$ cat src/rtl/block_data_memory.sv
// 64 x 32-bit block memory answering cache refill / write-back requests
// with a programmable access latency and a one-cycle busywait release.
module block_data_memory #(
  parameter int unsigned LATENCY = 5
) (
  input  logic        clock,
  input  logic        reset,
  input  logic        read,
  input  logic        write,
  input  logic [5:0]  address,
  input  logic [31:0] writedata,
  output logic [31:0] readdata,
  output logic        busywait,
  output logic [15:0] read_count,
  output logic [15:0] write_count
);

  localparam int unsigned AW    = 6;
  localparam int unsigned DW    = 32;
  localparam int unsigned DEPTH = 64;
  localparam int unsigned CW    = 8;
  localparam int unsigned NW    = 16;

  typedef enum logic [1:0] {
    S_IDLE = 2'd0,
    S_BUSY = 2'd1,
    S_DONE = 2'd2
  } state_e;

  state_e        state_q, state_d;
  logic [CW-1:0] cnt_q, cnt_d;
  logic [AW-1:0] addr_q, addr_d;
  logic [DW-1:0] wdata_q, wdata_d;
  logic          op_wr_q, op_wr_d;
  logic [DW-1:0] rdata_q, rdata_d;
  logic [NW-1:0] rd_cnt_q, rd_cnt_d;
  logic [NW-1:0] wr_cnt_q, wr_cnt_d;
  logic [DW-1:0] mem_q [DEPTH];

  logic accept_c;
  logic finish_c;
  logic mem_we_c;

  assign accept_c = (state_q == S_IDLE) && (read || write);
  assign finish_c = (state_q == S_BUSY) && (cnt_q == CW'(1));
  assign mem_we_c = finish_c && op_wr_q;

  // State register
  always_ff @(posedge clock or negedge reset) begin
    if (!reset) state_q <= S_IDLE;
    else        state_q <= state_d;
  end

  // Next-state logic
  always_comb begin
    state_d = state_q;
    unique case (state_q)
      S_IDLE:  if (accept_c) state_d = S_BUSY;
      S_BUSY:  if (finish_c) state_d = S_DONE;
      S_DONE:  state_d = S_IDLE;
      default: state_d = S_IDLE;
    endcase
  end

  // Busywait is combinational so a fresh request is seen busy immediately
  always_comb begin
    busywait = 1'b0;
    unique case (state_q)
      S_IDLE:  busywait = read | write;
      S_BUSY:  busywait = 1'b1;
      S_DONE:  busywait = 1'b0;
      default: busywait = 1'b0;
    endcase
    if (!reset) busywait = 1'b0;
  end

  // Request latch, latency countdown, completion side effects
  always_comb begin
    cnt_d    = cnt_q;
    addr_d   = addr_q;
    wdata_d  = wdata_q;
    op_wr_d  = op_wr_q;
    rdata_d  = rdata_q;
    rd_cnt_d = rd_cnt_q;
    wr_cnt_d = wr_cnt_q;
    if (accept_c) begin
      cnt_d   = CW'(LATENCY);
      addr_d  = address;
      wdata_d = writedata;
      op_wr_d = write;
    end else if (state_q == S_BUSY && !finish_c) begin
      cnt_d = cnt_q - CW'(1);
    end
    if (finish_c) begin
      if (op_wr_q) begin
        wr_cnt_d = (wr_cnt_q == '1) ? wr_cnt_q : wr_cnt_q + NW'(1);
      end else begin
        rdata_d  = mem_q[addr_q];
        rd_cnt_d = (rd_cnt_q == '1) ? rd_cnt_q : rd_cnt_q + NW'(1);
      end
    end
  end

  always_ff @(posedge clock or negedge reset) begin
    if (!reset) begin
      cnt_q    <= '0;
      addr_q   <= '0;
      wdata_q  <= '0;
      op_wr_q  <= 1'b0;
      rdata_q  <= '0;
      rd_cnt_q <= '0;
      wr_cnt_q <= '0;
    end else begin
      cnt_q    <= cnt_d;
      addr_q   <= addr_d;
      wdata_q  <= wdata_d;
      op_wr_q  <= op_wr_d;
      rdata_q  <= rdata_d;
      rd_cnt_q <= rd_cnt_d;
      wr_cnt_q <= wr_cnt_d;
    end
  end

  // Storage array, cleared on reset
  always_ff @(posedge clock or negedge reset) begin
    if (!reset) begin
      for (int i = 0; i < DEPTH; i++) mem_q[i] <= '0;
    end else if (mem_we_c) begin
      mem_q[addr_q] <= wdata_q;
    end
  end

  assign readdata    = rdata_q;
  assign read_count  = rd_cnt_q;
  assign write_count = wr_cnt_q;

endmodule

$ cat config.mk
export PLATFORM = sky130hd
export DESIGN_NAME = block_data_memory
export DESIGN_NICKNAME = d
export VERILOG_FILES = /design/src/rtl/block_data_memory.sv
export SDC_FILE = /design/constraint.sdc
export NUM_CORES = 2
export LEC_CHECK = 0
export CORE_ASPECT_RATIO = 0.8
export CORE_MARGIN = 5
export CORE_UTILIZATION = 48
export DETAILED_ROUTE_END_ITERATION = 6
export HOLD_SLACK_MARGIN = 0.02
export PLACE_DENSITY = 0.65
export SLEW_MARGIN = 15
export SYNTH_ARGS = -nofsm -noshare
export SYNTH_HDL_FRONTEND = slang
export SYNTH_SLANG_ARGS = --single-unit
$ cat constraint.sdc
create_clock -name clock -period 3.6 [get_ports clock]
set_input_delay 1.08 -clock clock [delete_from_list [all_inputs] [get_ports clock]]
set_output_delay 1.08 -clock clock [all_outputs]
set_load 0.05 [all_outputs]
Yosys cells after proc, flatten, opt, wreduce, memory -nomap -nowiden --
Index checks and enable logic that the tools add are counted.
Word-level totals: register bits after elaboration 2161, logic and storage cells 114
Operators by class: add/sub/neg operators 3, magnitude comparators 2, equality and inequality tests 6, mux-type cells 13, bitwise operators 5, reduce and logical (&&, ||, !) cells 13
Operators with widths (number):
- 2048-bit bitwise mux | 1
- 32-bit binary-select mux with 6-bit select | 1
- 32-bit demux with 6-bit select | 1
- 32-bit 2-to-1 mux | 3
- 16-bit by 1-bit adder with 16-bit output (second input constant) | 2
- 16-bit equality test (second input constant) | 2
- 8-bit 2-to-1 mux | 2
- 8-bit by 1-bit equality test with 1-bit output (second input constant) | 1
- 8-bit by 1-bit subtractor with 8-bit output (second input constant) | 1
- 7-bit greater-or-equal comparator (second input constant) | 1
- 7-bit by 1-bit < comparator with 1-bit output (second input constant) | 1
- 6-bit NOT with 7-bit output | 1
- 3-bit AND reduction | 2
- 1-bit logical AND | 5
- 2-bit 2-to-1 mux | 2
- 2-bit inequality test (second input constant) | 2
- 2-bit case mux with 2 select lines | 1
- 2-bit AND reduction | 2
- 1-bit NOT | 3
- 2-bit by 1-bit equality test with 1-bit output (second input constant) | 1
- 2-bit logical NOT | 1
- 1-bit case mux with 2 select lines | 1
- 2-bit nonzero test | 1
- 1-bit logical NOT | 1
- other kinds (3) | 3

Logic depth before layout (Yosys ltp) --
depth in word-level cells 6, gate-level depth with buffers 12

Worst setup path after synthesis --
No wires, ideal clock.
path type input to output, from in write, to out busywait, data arrival time 2.265 ns, setup slack 0.255 ns, stages on the path 2, buffers on the path 0, path through nor3_1 nor3b_1
On the way: word-level cells in the longest chain between the ends 3
RTL lines:
- from (decl) | line 9 | input logic write,
- 1-bit bitwise OR | line 69 | S_IDLE: busywait = read | write;
- 1-bit case mux with 2 select lines | line 68 | unique case (state_q)
- 1-bit 2-to-1 mux | line 74 | if (!reset) busywait = 1'b0;
- to (decl) | line 13 | output logic busywait,
Every way passes these cells.

Final worst setup path --
from reg addr_q[1], to reg rdata_q[25] (netlist: readdata[25])
On the way: word-level cells in the longest chain between the ends 4
RTL lines:
- from (decl) | line 32 | logic [AW-1:0] addr_q, addr_d;
- from (signal assigned) | line 115 | addr_q <= addr_d;
- 6-bit NOT with 7-bit output (not written as such) | line 98 | rdata_d = mem_q[addr_q];
- 32-bit binary-select mux with 6-bit select | line 98
- 32-bit 2-to-1 mux (not written as such) (2 in series) | line 98
- to (signal assigned) | line 118 | rdata_q <= rdata_d;
- to (decl) | line 35 | logic [DW-1:0] rdata_q, rdata_d;
Every way passes these cells. The select of a mux whose other input is x is not followed. A chain may end at the register's enable or synchronous reset.

==> run metrics <==
Die H just over 400 µm; initial antenna violation count 21; YS warnings 0; total CTS buffers roughly 210; slowest stage delay, CP 590 ps; Clock H-tree levels 4; Mapped Area roughly 97000 µm²; Synth top area share between 50% and 60%; Final setup viols 0; peak supply drop ~0.00054 V; Initial Util 48.40%; Final ANT Viol Nets 0; clk sinks 2161; FF-to-FF setup slack between 10 and 15 ps; Tmin final between 3000 and 4000 ps; first-pass GRT wire length a little under 500000 µm; Synth area leaders dfrtp_1 56%, mux2_2 26%, mux4_2 3.8%, mux2i_1 2.1%, a221oi_1 1.9%; Clock transition at path regs 60 ps; top-count cell post-synth mux2_2; WP data required roughly 4400 ps; Syn Area/Cell approximately 14 µm²; Syn Inst Count ~7000; CP delay by family, top compound AO/OA/AOI/OAI gates; Net Sw Frac ~39%; Final Non-Filler Cells 9942; Global Route Usage Sum 31.38%; RSZ-0062 raised after global routing no; Crit Path Max Fanout 22; share of layout cells above drive strength 1 between 40% and 50%; Initial DRT Pass Iterations 6; PortBufs 106; Int Power 45.27 mW; routed vias approximately 65000; fill cell count around 16000; net switching power around 29 mW; Final Core Density a little under three fifths; DP Cell Count 9533; CTS tree done; Critical-path top delay cell dfrtp_4; Skew-Pair Late Insertion Delay approximately 880 ps; Layout area overhead 14.36%; Startpoint Class flop; Post-synth EDFFs 0; Initial DRC Count ~7000; Final Cell Area roughly 110000 µm²; Max Transition Viols Final 0; Leak roughly 55 nW; Max Clk Rate 278.6 MHz; Synth Register Bits 2161; root buffer cell clkbuf_16; relative slew slack between 10 and 15%; Net Count, Synth 7011; critical path arrival roughly 4300 ps; Flop pwr share between 30 and 40%; most frequent cells after synthesis 2226 x mux2_2, 2161 x dfrtp_1, 356 x clkbuf_1, 279 x nand2_1, 209 x a221oi_1; Synth Flop Type dfrtp_1; largest net degree at the start of global routing about 180; outcome completed; Synth area leader dfrtp_1; total design power between 70 and 80 mW; R2R Path End readdata[25]; Setup Skew about 45 ps; count of final hold-check violations 0; dpl hpwl 211800 µm; CP Capture Type flop; Die Area roughly 210000 µm²; number of library cell types mapped by synthesis 70; Tcrit/Tclk final 99.72%; critical path, cell by cell buf_12, buf_12, buf_4, mux4_2, a22o_1, a21oi_1, o2111ai_4, buf_4, o32a_1; Row Count roughly 150; Routed WL 334700 µm; R2R depth 9; worst min-delay path class in2async; reg-to-reg startpoint addr_q[1]; vias in the first global route 65570; Async S/R FF share, synth between 90% and 100%; Seq/Total Area, Yosys between 50% and 60%; core area roughly 200000 µm²; Longest Clk Path Bufs 3; grt ovf 0; Buf+Inv Stages, Crit Path 4; pwr/cell area between 600 and 700 nW/µm²; io pins between 100 and 150; max-cap violations 0; Critical Setup Path Class reg2reg; Die Wd ~510 µm; number of remaining DRC errors 0; clock share of power 30.6%; Final nets around 7000; Routed wire per std cell 33.67 µm; GP Congestion a little under 0.9; Vias/cell ~6.5; DP Area around 100000 µm²; Worst-Margin Slew between 1000 and 1500 ps; Comb power frac 29.8%
## layout make-up
class                           instances  area [µm²]  share of cell area [%]
Tap cell                             2682        3356                   3.013
Antenna cell                           12       30.03                 0.02696
Timing Repair Buffer                  605        6030                   5.413
Clock inverter                         57       671.9                  0.6032
Multi-Input combinational cell       4083       40700                   36.54
Clock buffer                          333        6411                   5.756
Sequential cell                      2161       54140                   48.60
Inverter                                9       45.04                 0.04044
## stage by stage
stage	worst slack (ps)	TNS [ps]	hold WS, ps
5_1_grt	35.88	0	509.6
3_5_place_dp	-182.1	-433.5	486.8
4_1_cts	21.78	0	497.5
3_3_place_gp	-219.4	-560.1	480.8
2_1_floorplan	255.1	0	471.2
6_report	10.01	0	445.5
## repair_timing
| item | in CTS | in global routing |
|---|---|---|
| endpoints found under the setup margin | 4 | 3 |
| gates cloned | 0 | 1 |
| hold buffers | 1 | 0 |
| setup buffers | 1 | 4 |
| gates resized for setup | 4 | 4 |
| hold endpoints to repair | 7 | 0 |
## cell usage in the layout (no fill, tap or decap), types with 33 or more instances in the layout
cell type,count
dfrtp_1,2126
mux2_2,2226
clkbuf_8,63
mux4_2,164
mux2i_1,204
buf_4,402
nor2_1,119
a22o_1,43
a21oi_1,117
a22oi_1,152
a221oi_1,209
a221o_1,36
nand3_1,33
o22ai_1,90
clkdlybuf4s50_1,104
clkbuf_16,214
o21ai_0,94
nand2_1,215
clkbuf_1,57
buf_12,96
clkinv_2,35
nand2_2,64
## sequential cells by signal, summed over array words and instances (netlist names)
register and cells:
addr_q 6, write_count 16, state_q 2, cnt_q 8
mem_q 2048, wdata_q 32, read_count 16, op_wr_q 1
readdata 32
## kinds of logic after synthesis
group / synth area share, %
compound gates: 6.968
xor+xnor: 0.3057
fa+ha+maj: 0.05139
buf+inv: 3.010
flops: 55.52
mux: 31.63
simple gates: 2.518
## routing by layer
metal / part of all wire, % / GRT usage, % / wire [µm] / vias to the layer above
met5: 0.010 / 0 / 34 / -
met4: 3.9 / 10.63 / 12900 / 4
met3: 11 / 9.012 / 35920 / 745
met2: 43 / 46.18 / 144600 / 3054
met1: 42 / 44.80 / 141300 / 34970
li1: - / - / - / 26050
## worst max-delay path by stage
stage	start	endpoint	slack, ps	cells after the start
2_1_floorplan	write	busywait	260	2
5_1_grt	addr_q[1]	readdata[25]	40	9
4_1_cts	reset	busywait	20	5
3_5_place_dp	addr_q[2]	readdata[25]	-180	7
6_report	addr_q[1]	readdata[25]	10	9
3_3_place_gp	addr_q[2]	readdata[25]	-220	7
## worst register-to-register path, cell delays in order, from the launching register on
cell and delay, ps:
dfrtp_4 590, buf_12 310, buf_12 290, buf_4 240, mux4_2 300, a22o_1 320, a21oi_1 500, o2111ai_4 350
buf_4 260, o32a_1 310
## power by group through the flow
stage / combinational, mW / sequential (mW) / clock, mW
after floorplan: 11.7 / 27.2 / 0
after detailed placement: 21.3 / 29.7 / 0
final: 22.0 / 29.2 / 22.6
after CTS: 21.4 / 29.2 / 22.8
after global routing: 22.5 / 29.4 / 23.8
after global placement: 21.1 / 29.5 / 0
Note: power is estimated with default switching activity, not from simulation.
